### config.mk
export PLATFORM = sky130hd
export DESIGN_NAME = reconf_sequencer
export DESIGN_NICKNAME = d
export VERILOG_FILES = /design/src/rtl/xdrs_pkg.sv /design/src/rtl/reconf_sequencer.sv
export SDC_FILE = /design/constraint.sdc
export NUM_CORES = 1
export LEC_CHECK = 0
export ABC_AREA = 0
export CORE_MARGIN = 1
export CORE_UTILIZATION = 43
export CTS_BUF_LIST = sky130_fd_sc_hd__clkbuf_8 sky130_fd_sc_hd__clkbuf_16
export DETAILED_ROUTE_END_ITERATION = 7
export PLACE_DENSITY_LB_ADDON = 0.2
export SYNTH_ARGS = -nofsm -noshare
export SYNTH_HDL_FRONTEND = slang
export SYNTH_SLANG_ARGS = --single-unit
### constraint.sdc
create_clock -name clk -period 2.4 [get_ports clk]
set_clock_uncertainty 0.15 [all_clocks]
set_input_delay 0.48 -clock clk [delete_from_list [all_inputs] [get_ports clk]]
set_output_delay 0.48 -clock clk [all_outputs]
set_load 0.005 [all_outputs]
### src/rtl/xdrs_pkg.sv
// ----------------------------------------------------------------------------
// xdrs_pkg
// Items shared by the partial-reconfiguration control blocks:
//   - reconf_state_t : state encoding of reconf_sequencer
//   - DEF_RST_CYCLES : default number of cycles RR reset is held after load
//   - DEF_ACK_TIMEOUT: default number of cycles to wait for the RR acknowledge
//   - max_int()      : constant helper used to size counters
// ----------------------------------------------------------------------------
package xdrs_pkg;

   typedef enum logic [2:0] {
      ST_IDLE    = 3'd0,
      ST_REQ     = 3'd1,
      ST_ISOLATE = 3'd2,
      ST_LOAD    = 3'd3,
      ST_RESET   = 3'd4,
      ST_RELEASE = 3'd5
   } reconf_state_t;

   localparam int DEF_RST_CYCLES  = 4;
   localparam int DEF_ACK_TIMEOUT = 1024;

   function automatic int max_int(input int a, input int b);
      return (a > b) ? a : b;
   endfunction

endpackage

### src/rtl/reconf_sequencer.sv
// ----------------------------------------------------------------------------
// reconf_sequencer
// Runs one partial-reconfiguration cycle of a reconfigurable region (RR):
// request unload, isolate the RR outputs, stream the bitstream into the
// configuration port, hold the RR in reset, then release isolation.
//
// Ports:
//   clk, rst     : clock, synchronous active-high reset
//   start        : begin a cycle (only sampled while idle)
//   bs_len       : number of 32-bit words to load, captured on accepted start
//   busy         : high in every state except idle
//   done / err   : one-cycle pulses on completion / acknowledge timeout
//   rc_reqn      : active-low unload request to the RR
//   rc_ackn      : active-low acknowledge from the RR (via isolator)
//   is_reconfn   : active-low isolation enable to the isolator
//   rr_reset     : active-high reset to the RR
//   bs_valid/bs_data/bs_ready : bitstream word stream in
//   icap_cen/icap_data        : registered configuration-port write
//   dbg_state    : current FSM state (reconf_state_t encoding)
//
// Bitstream handshake: a word transfers on every rising clock edge where
// bs_valid and bs_ready are both high. bs_ready depends only on the current
// state and remaining count (never on bs_valid), and bs_valid may be raised
// or dropped at any time without penalty.
// ----------------------------------------------------------------------------
module reconf_sequencer
   import xdrs_pkg::*;
#(
   parameter int LEN_W       = 16,
   parameter int RST_CYCLES  = DEF_RST_CYCLES,
   parameter int ACK_TIMEOUT = DEF_ACK_TIMEOUT
)(
   input  logic             clk,
   input  logic             rst,
   input  logic             start,
   input  logic [LEN_W-1:0] bs_len,
   output logic             busy,
   output logic             done,
   output logic             err,
   output logic             rc_reqn,
   input  logic             rc_ackn,
   output logic             is_reconfn,
   output logic             rr_reset,
   input  logic             bs_valid,
   input  logic [31:0]      bs_data,
   output logic             bs_ready,
   output logic             icap_cen,
   output logic [31:0]      icap_data,
   output logic [2:0]       dbg_state
);

   // One timer serves both the acknowledge wait and the reset hold; it is
   // cleared on every state change, so it always counts cycles spent in the
   // current state.
   localparam int TMR_MAX = max_int(ACK_TIMEOUT, RST_CYCLES);
   localparam int TMR_W   = $clog2(TMR_MAX) + 1;
   localparam logic [TMR_W-1:0] ACK_LAST = TMR_W'(ACK_TIMEOUT - 1);
   localparam logic [TMR_W-1:0] RST_LAST = TMR_W'(RST_CYCLES - 1);

   reconf_state_t    r_state;
   logic [TMR_W-1:0] r_timer;
   logic [LEN_W-1:0] r_cnt;
   logic             r_busy;
   logic             r_done;
   logic             r_err;
   logic             r_rc_reqn;
   logic             r_is_reconfn;
   logic             r_rr_reset;
   logic             r_icap_cen;
   logic [31:0]      r_icap_data;

   reconf_state_t    w_state_nxt;
   logic [TMR_W-1:0] w_timer_nxt;
   logic             w_bs_ready;
   logic             w_fire;
   logic             w_ack_timeout;
   logic             w_err_nxt;

   assign w_bs_ready    = (r_state == ST_LOAD) && (r_cnt != '0);
   assign w_fire        = bs_valid && w_bs_ready;
   assign w_ack_timeout = (r_timer == ACK_LAST);

   // Next-state decode
   always_comb begin
      w_state_nxt = r_state;
      w_err_nxt   = 1'b0;
      case (r_state)
         ST_IDLE: begin
            if (start) w_state_nxt = ST_REQ;
         end
         ST_REQ: begin
            // An acknowledge arriving on the last allowed cycle still wins.
            if (!rc_ackn) begin
               w_state_nxt = ST_ISOLATE;
            end else if (w_ack_timeout) begin
               w_state_nxt = ST_IDLE;
               w_err_nxt   = 1'b1;
            end
         end
         ST_ISOLATE: begin
            w_state_nxt = (r_cnt != '0) ? ST_LOAD : ST_RESET;
         end
         ST_LOAD: begin
            if (w_fire && (r_cnt == LEN_W'(1))) w_state_nxt = ST_RESET;
         end
         ST_RESET: begin
            if (r_timer == RST_LAST) w_state_nxt = ST_RELEASE;
         end
         ST_RELEASE: begin
            w_state_nxt = ST_IDLE;
         end
         default: begin
            w_state_nxt = ST_IDLE;
         end
      endcase
   end

   always_comb begin
      w_timer_nxt = '0;
      if ((w_state_nxt == r_state) &&
          ((r_state == ST_REQ) || (r_state == ST_RESET))) begin
         w_timer_nxt = r_timer + TMR_W'(1);
      end
   end

   // State, counters and registered outputs. Outputs are decoded from the
   // next state so they line up with the state they describe.
   always_ff @(posedge clk) begin
      if (rst) begin
         r_state      <= ST_IDLE;
         r_timer      <= '0;
         r_cnt        <= '0;
         r_busy       <= 1'b0;
         r_done       <= 1'b0;
         r_err        <= 1'b0;
         r_rc_reqn    <= 1'b1;
         r_is_reconfn <= 1'b1;
         r_rr_reset   <= 1'b0;
         r_icap_cen   <= 1'b1;
         r_icap_data  <= '0;
      end else begin
         r_state <= w_state_nxt;
         r_timer <= w_timer_nxt;

         if ((r_state == ST_IDLE) && start) begin
            r_cnt <= bs_len;
         end else if (w_fire) begin
            r_cnt <= r_cnt - LEN_W'(1);
         end

         r_icap_cen <= !w_fire;
         if (w_fire) r_icap_data <= bs_data;

         r_busy       <= (w_state_nxt != ST_IDLE);
         r_done       <= (w_state_nxt == ST_RELEASE);
         r_err        <= w_err_nxt;
         r_rc_reqn    <= (w_state_nxt != ST_REQ);
         r_is_reconfn <= !((w_state_nxt == ST_ISOLATE) ||
                           (w_state_nxt == ST_LOAD)    ||
                           (w_state_nxt == ST_RESET));
         r_rr_reset   <= (w_state_nxt == ST_RESET);
      end
   end

   assign busy       = r_busy;
   assign done       = r_done;
   assign err        = r_err;
   assign rc_reqn    = r_rc_reqn;
   assign is_reconfn = r_is_reconfn;
   assign rr_reset   = r_rr_reset;
   assign bs_ready   = w_bs_ready;
   assign icap_cen   = r_icap_cen;
   assign icap_data  = r_icap_data;
   assign dbg_state  = r_state;

endmodule

==> flow_results.org <==
** Synthesis
- Most frequent cell after synthesis :: sky130_fd_sc_hd__dfxtp_1
- Ranking of synthesized cells by area :: sky130_fd_sc_hd__dfxtp_1, sky130_fd_sc_hd__o21ai_0, sky130_fd_sc_hd__nand3_1
- Of all cell types, the one taking the most synthesized area is sky130_fd_sc_hd__dfxtp_1.
- Number of instances in the synthesized netlist :: 386
- Top cells by count, synth :: sky130_fd_sc_hd__dfxtp_1, sky130_fd_sc_hd__o21ai_0, sky130_fd_sc_hd__nand3_1
- In the synthesized netlist the async set-or-reset flop fraction comes to 0.
- Synthesized netlist net count :: 442
- Total standard cell area after synthesis :: 3250 um^2
- Post-synth EDFFs :: 0
- For this run, the number of Yosys warnings is 0.
- Averaged over all synthesized cells, the footprint is 8.41 um^2.
- The synthesized netlist contains 53 unique library cells.
- Number of flip-flops and latches in the synthesized netlist :: 69
- Share of the yosys chip area belonging to registers :: 0.425
- Share of Yosys cell area claimed by the top area cell type :: 0.425
- Most used flip-flop cell after synthesis :: sky130_fd_sc_hd__dfxtp_1

** Timing
- Worst-margin pin slew :: 460 ps
- Based on the critical path, the design can be clocked at up to 431 MHz.
- The number of endpoints with negative hold slack in the final report is 0.
- Across all hold checks on the routed design, the worst slack comes to 320 ps.
- Period minus WS final :: 2320 ps
- Rel. slew slack :: 0.693
- Of the available clock period, the critical path in the final layout requires 0.967.
- Setup Viol. Count Final :: 0
- The final number of max-transition violations is 0.
- Total negative slack :: 0 ps
- Setup repair after global routing left no endpoint under its margin.

** Worst setup path
- Path depth of the worst reg2reg path :: 4
- Data arrives at the worst endpoint at 1690 ps.
- Crit path capture type :: output port
- CP startpoint kind :: flop
- Flop-to-flop setup slack :: 100 ps
- Worst path cell trace :: inv_1, ha_2, nor4b_4, and4_4, nor3_2, dlygate4sd2_1
- Max Fanout on Critical Path :: 2
- Required time at the endpoint of the critical path :: 1770 ps
- In this run the critical register-to-register path is launched from r_cnt[4]$_SDFFE_PP0P_.
- The slowest stage of the critical path belongs to the cell sky130_fd_sc_hd__dfxtp_1.
- Crit-path max cell delay :: 310 ps
- The worst setup path is of the reg -> out kind.
- The worst register-to-register path ends at done$_SDFF_PP0_.
- The critical path contains buffers and inverters numbering 2 combined.
- In this design, the largest share of critical-path delay is due to simple AND/OR/NAND/NOR gates.

** Global route
- Entering global routing, the biggest net connects 41 pins.
- In the global route stage, overall resource usage came out at 0.246.
- Gr ovfl total :: 0
- First-pass GRT wire length :: 15000 um
- Vias in the first global route :: 3236
- The initial antenna violation count came to 0.

** Worst hold path
- The path with the worst hold slack has its endpoint at err$_SDFF_PP0_.
- Counting instances, the worst hold path has a depth of 1.
- Hold wc startpoint :: r_timer[10]$_SDFF_PP0_
- Type of the tightest min-delay check :: reg -> reg

** Cells and area
- Area of combinational cells with multiple inputs :: 1740 um^2
- Post-route core utilization :: 0.638
- At the end of the flow, the number of nets in the layout was 547.
- Post-synthesis to final-layout area growth :: 43.2%
- The filler cells instantiated in the layout total 661.
- Inserted Diodes :: 0
- Registers take 1380 um^2.
- Fraction of final layout cells with drive strength greater than 1 :: 0.143

** Place
- The count of buffers added on input and output ports is 95.
- The wire-length estimate of the detail-placed layout is 6140 um.
- Global placer's final weighted congestion :: 0.864

** Route
- DR DRC count :: 0
- First-iteration detailed-routing DRC count :: 198
- Using the TritonRoute via totals, the vias-per-cell ratio works out to 5.74.
- After detailed routing, the average wire length per cell comes to 15.4 um.
- Wire length reported by the detailed router :: 9170 um
- The routed layout has 3412 vias.
- Count of nets left with antenna violations after detail routing :: 0
- First-pass iteration count of the detailed router :: 4

** Clocking
- Number of H-tree levels :: 3
- Count of buffers added by post-CTS timing repair for setup :: 0
- Clock input transition at the sequential cells of the worst setup and hold paths :: 80 ps
- TritonCTS built the clock tree.
- Clock insertion delay at the later pin of the skew report :: 350 ps
- The tree is rooted in a sky130_fd_sc_hd__clkbuf_8.
- Number of clock sinks :: 69
- The longest clock path from root to sink contains 2 buffers.
- TritonCTS created 9 clock buffers.
- # hold bufs at CTS :: 0

** Floorplan
- The floorplan has 31 rows.
- Initial standard-cell utilization of the core :: 0.445
- Measured along the y axis, the die boundary spans 88.9 um.
- In this run the count of I/O pins placed on the die edge is 96.
- After floorplanning, the core was sized to cover 7290 um^2.
- The die is 88.9 um wide.
- The floorplan step defined a die boundary enclosing 7900 um^2.

** Status
- The run finished with clean final reports.

** Power
- In this run the power density over the cells is 652 nW/um^2.
- Worst vdd rail ir drop :: 0.000333 V
- In this run the static leakage power is 1.59 nW.
- Sum of internal, switching and leakage power :: 3.03 mW

** Job
- The tool flagged a number of max-cap violations equal to 0.
stage by stage:
| stage | cell area (um^2) | setup slack, ps | cells |
|---|---|---|---|
| 3_3_place_gp | 4430 | -66.4 | 578 |
| 5_1_grt | 4650 | 21.6 | 594 |
| 4_1_cts | 4600 | 5.62 | 593 |
| 2_1_floorplan | 3250 | 99.8 | 386 |
| 3_5_place_dp | 4430 | -124 | 578 |
| 6_report | 4650 | 78.3 | 594 |
registers in the layout, indices dropped and copies added (netlist names):
signal and count:
rc_reqn 1, rr_reset 1, icap_data 32, done 1
icap_cen 1, dbg_state 3, busy 1, is_reconfn 1
r_cnt 16, r_timer 11, err 1
worst register-to-register path: cells and delay by family (launching register included):
| family | cells | cell delay, ps |
|---|---|---|
| compound gates | 1 | 400 |
| simple gates | 3 | 1320 |
| flops | 1 | 340 |
per-layer routing:
layer,up-vias,share of wire,global-route usage
met5,-,0,0
met4,0,0.016,0.0968
met3,17,0.081,0.0813
met2,115,0.45,0.369
met1,1606,0.45,0.327
li1,1674,-,-
worst max-delay path by stage:
stage                     startpoint                     to  slack (ps)  depth (start not counted)
4_1_cts        r_cnt[0]$_SDFFE_PP0P_               bs_ready           6                          6
6_report       r_cnt[0]$_SDFFE_PP0P_               bs_ready          80                          6
3_3_place_gp                   start  r_cnt[5]$_SDFFE_PP0P_         -70                          6
5_1_grt        r_cnt[1]$_SDFFE_PP0P_               bs_ready          20                          6
3_5_place_dp                   start  r_cnt[5]$_SDFFE_PP0P_        -120                          6
2_1_floorplan  r_cnt[4]$_SDFFE_PP0P_  r_timer[0]$_SDFF_PP0_         100                          6
layout make-up:
class                      count  share of cell area
sequential                    69               0.298
clock buffer                   9              0.0266
clock inverter                 6             0.00699
tap                           99              0.0266
inverter                       8             0.00646
multi-input combinational    274               0.374
timing repair buffer         129               0.261
timing repair:
item,CTS,global route
pin swaps,1,2
cloned,0,1
setup endpoints to repair,1,16
endpoints found under the hold margin,0,0
resized for setup,3,14
logic make-up after synthesis:
| kind of cell | Yosys count | share of synthesized area |
|---|---|---|
| simple gates | 128 | 0.233 |
| fa+ha+maj | 3 | 0.0116 |
| xor+xnor | 10 | 0.0270 |
| flops | 69 | 0.425 |
| compound gates | 133 | 0.247 |
| buf+inv | 43 | 0.0562 |
cell usage in the layout, fill, tap and decap left out, types with 3 or more instances in the layout:
| master | count |
|---|---|
| sky130_fd_sc_hd__a31oi_1 | 11 |
| sky130_fd_sc_hd__nand4_1 | 6 |
| sky130_fd_sc_hd__xor2_1 | 7 |
| sky130_fd_sc_hd__or4_1 | 6 |
| sky130_fd_sc_hd__clkdlybuf4s50_1 | 94 |
| sky130_fd_sc_hd__a211oi_1 | 13 |
| sky130_fd_sc_hd__a311oi_1 | 3 |
| sky130_fd_sc_hd__inv_1 | 8 |
| sky130_fd_sc_hd__o211ai_1 | 4 |
| sky130_fd_sc_hd__or3_2 | 3 |
| sky130_fd_sc_hd__and4_1 | 5 |
| sky130_fd_sc_hd__xnor2_1 | 3 |
| sky130_fd_sc_hd__o21ai_0 | 48 |
| sky130_fd_sc_hd__or4_4 | 3 |
| sky130_fd_sc_hd__nor3_1 | 11 |
| sky130_fd_sc_hd__clkbuf_8 | 9 |
| sky130_fd_sc_hd__a21oi_1 | 36 |
| sky130_fd_sc_hd__nor4_1 | 3 |
| sky130_fd_sc_hd__and3_1 | 4 |
| sky130_fd_sc_hd__clkinv_2 | 4 |
| sky130_fd_sc_hd__nor2_1 | 12 |
| sky130_fd_sc_hd__nor4b_1 | 3 |
| sky130_fd_sc_hd__dfxtp_1 | 67 |
| sky130_fd_sc_hd__nand3_1 | 42 |
| sky130_fd_sc_hd__o311a_1 | 3 |
| sky130_fd_sc_hd__nand2_1 | 8 |
| sky130_fd_sc_hd__buf_4 | 32 |
power by group:
| part | leakage [nW] | switching [mW] | total [mW] | internal, mW |
|---|---|---|---|---|
| Combinational | 0.942 | 0.455 | 0.911 | 0.456 |
| Clock | 0.0898 | 0.448 | 0.808 | 0.360 |
| Sequential | 0.561 | 0.0902 | 1.32 | 1.23 |
Power figures use the tool's default switching activity.
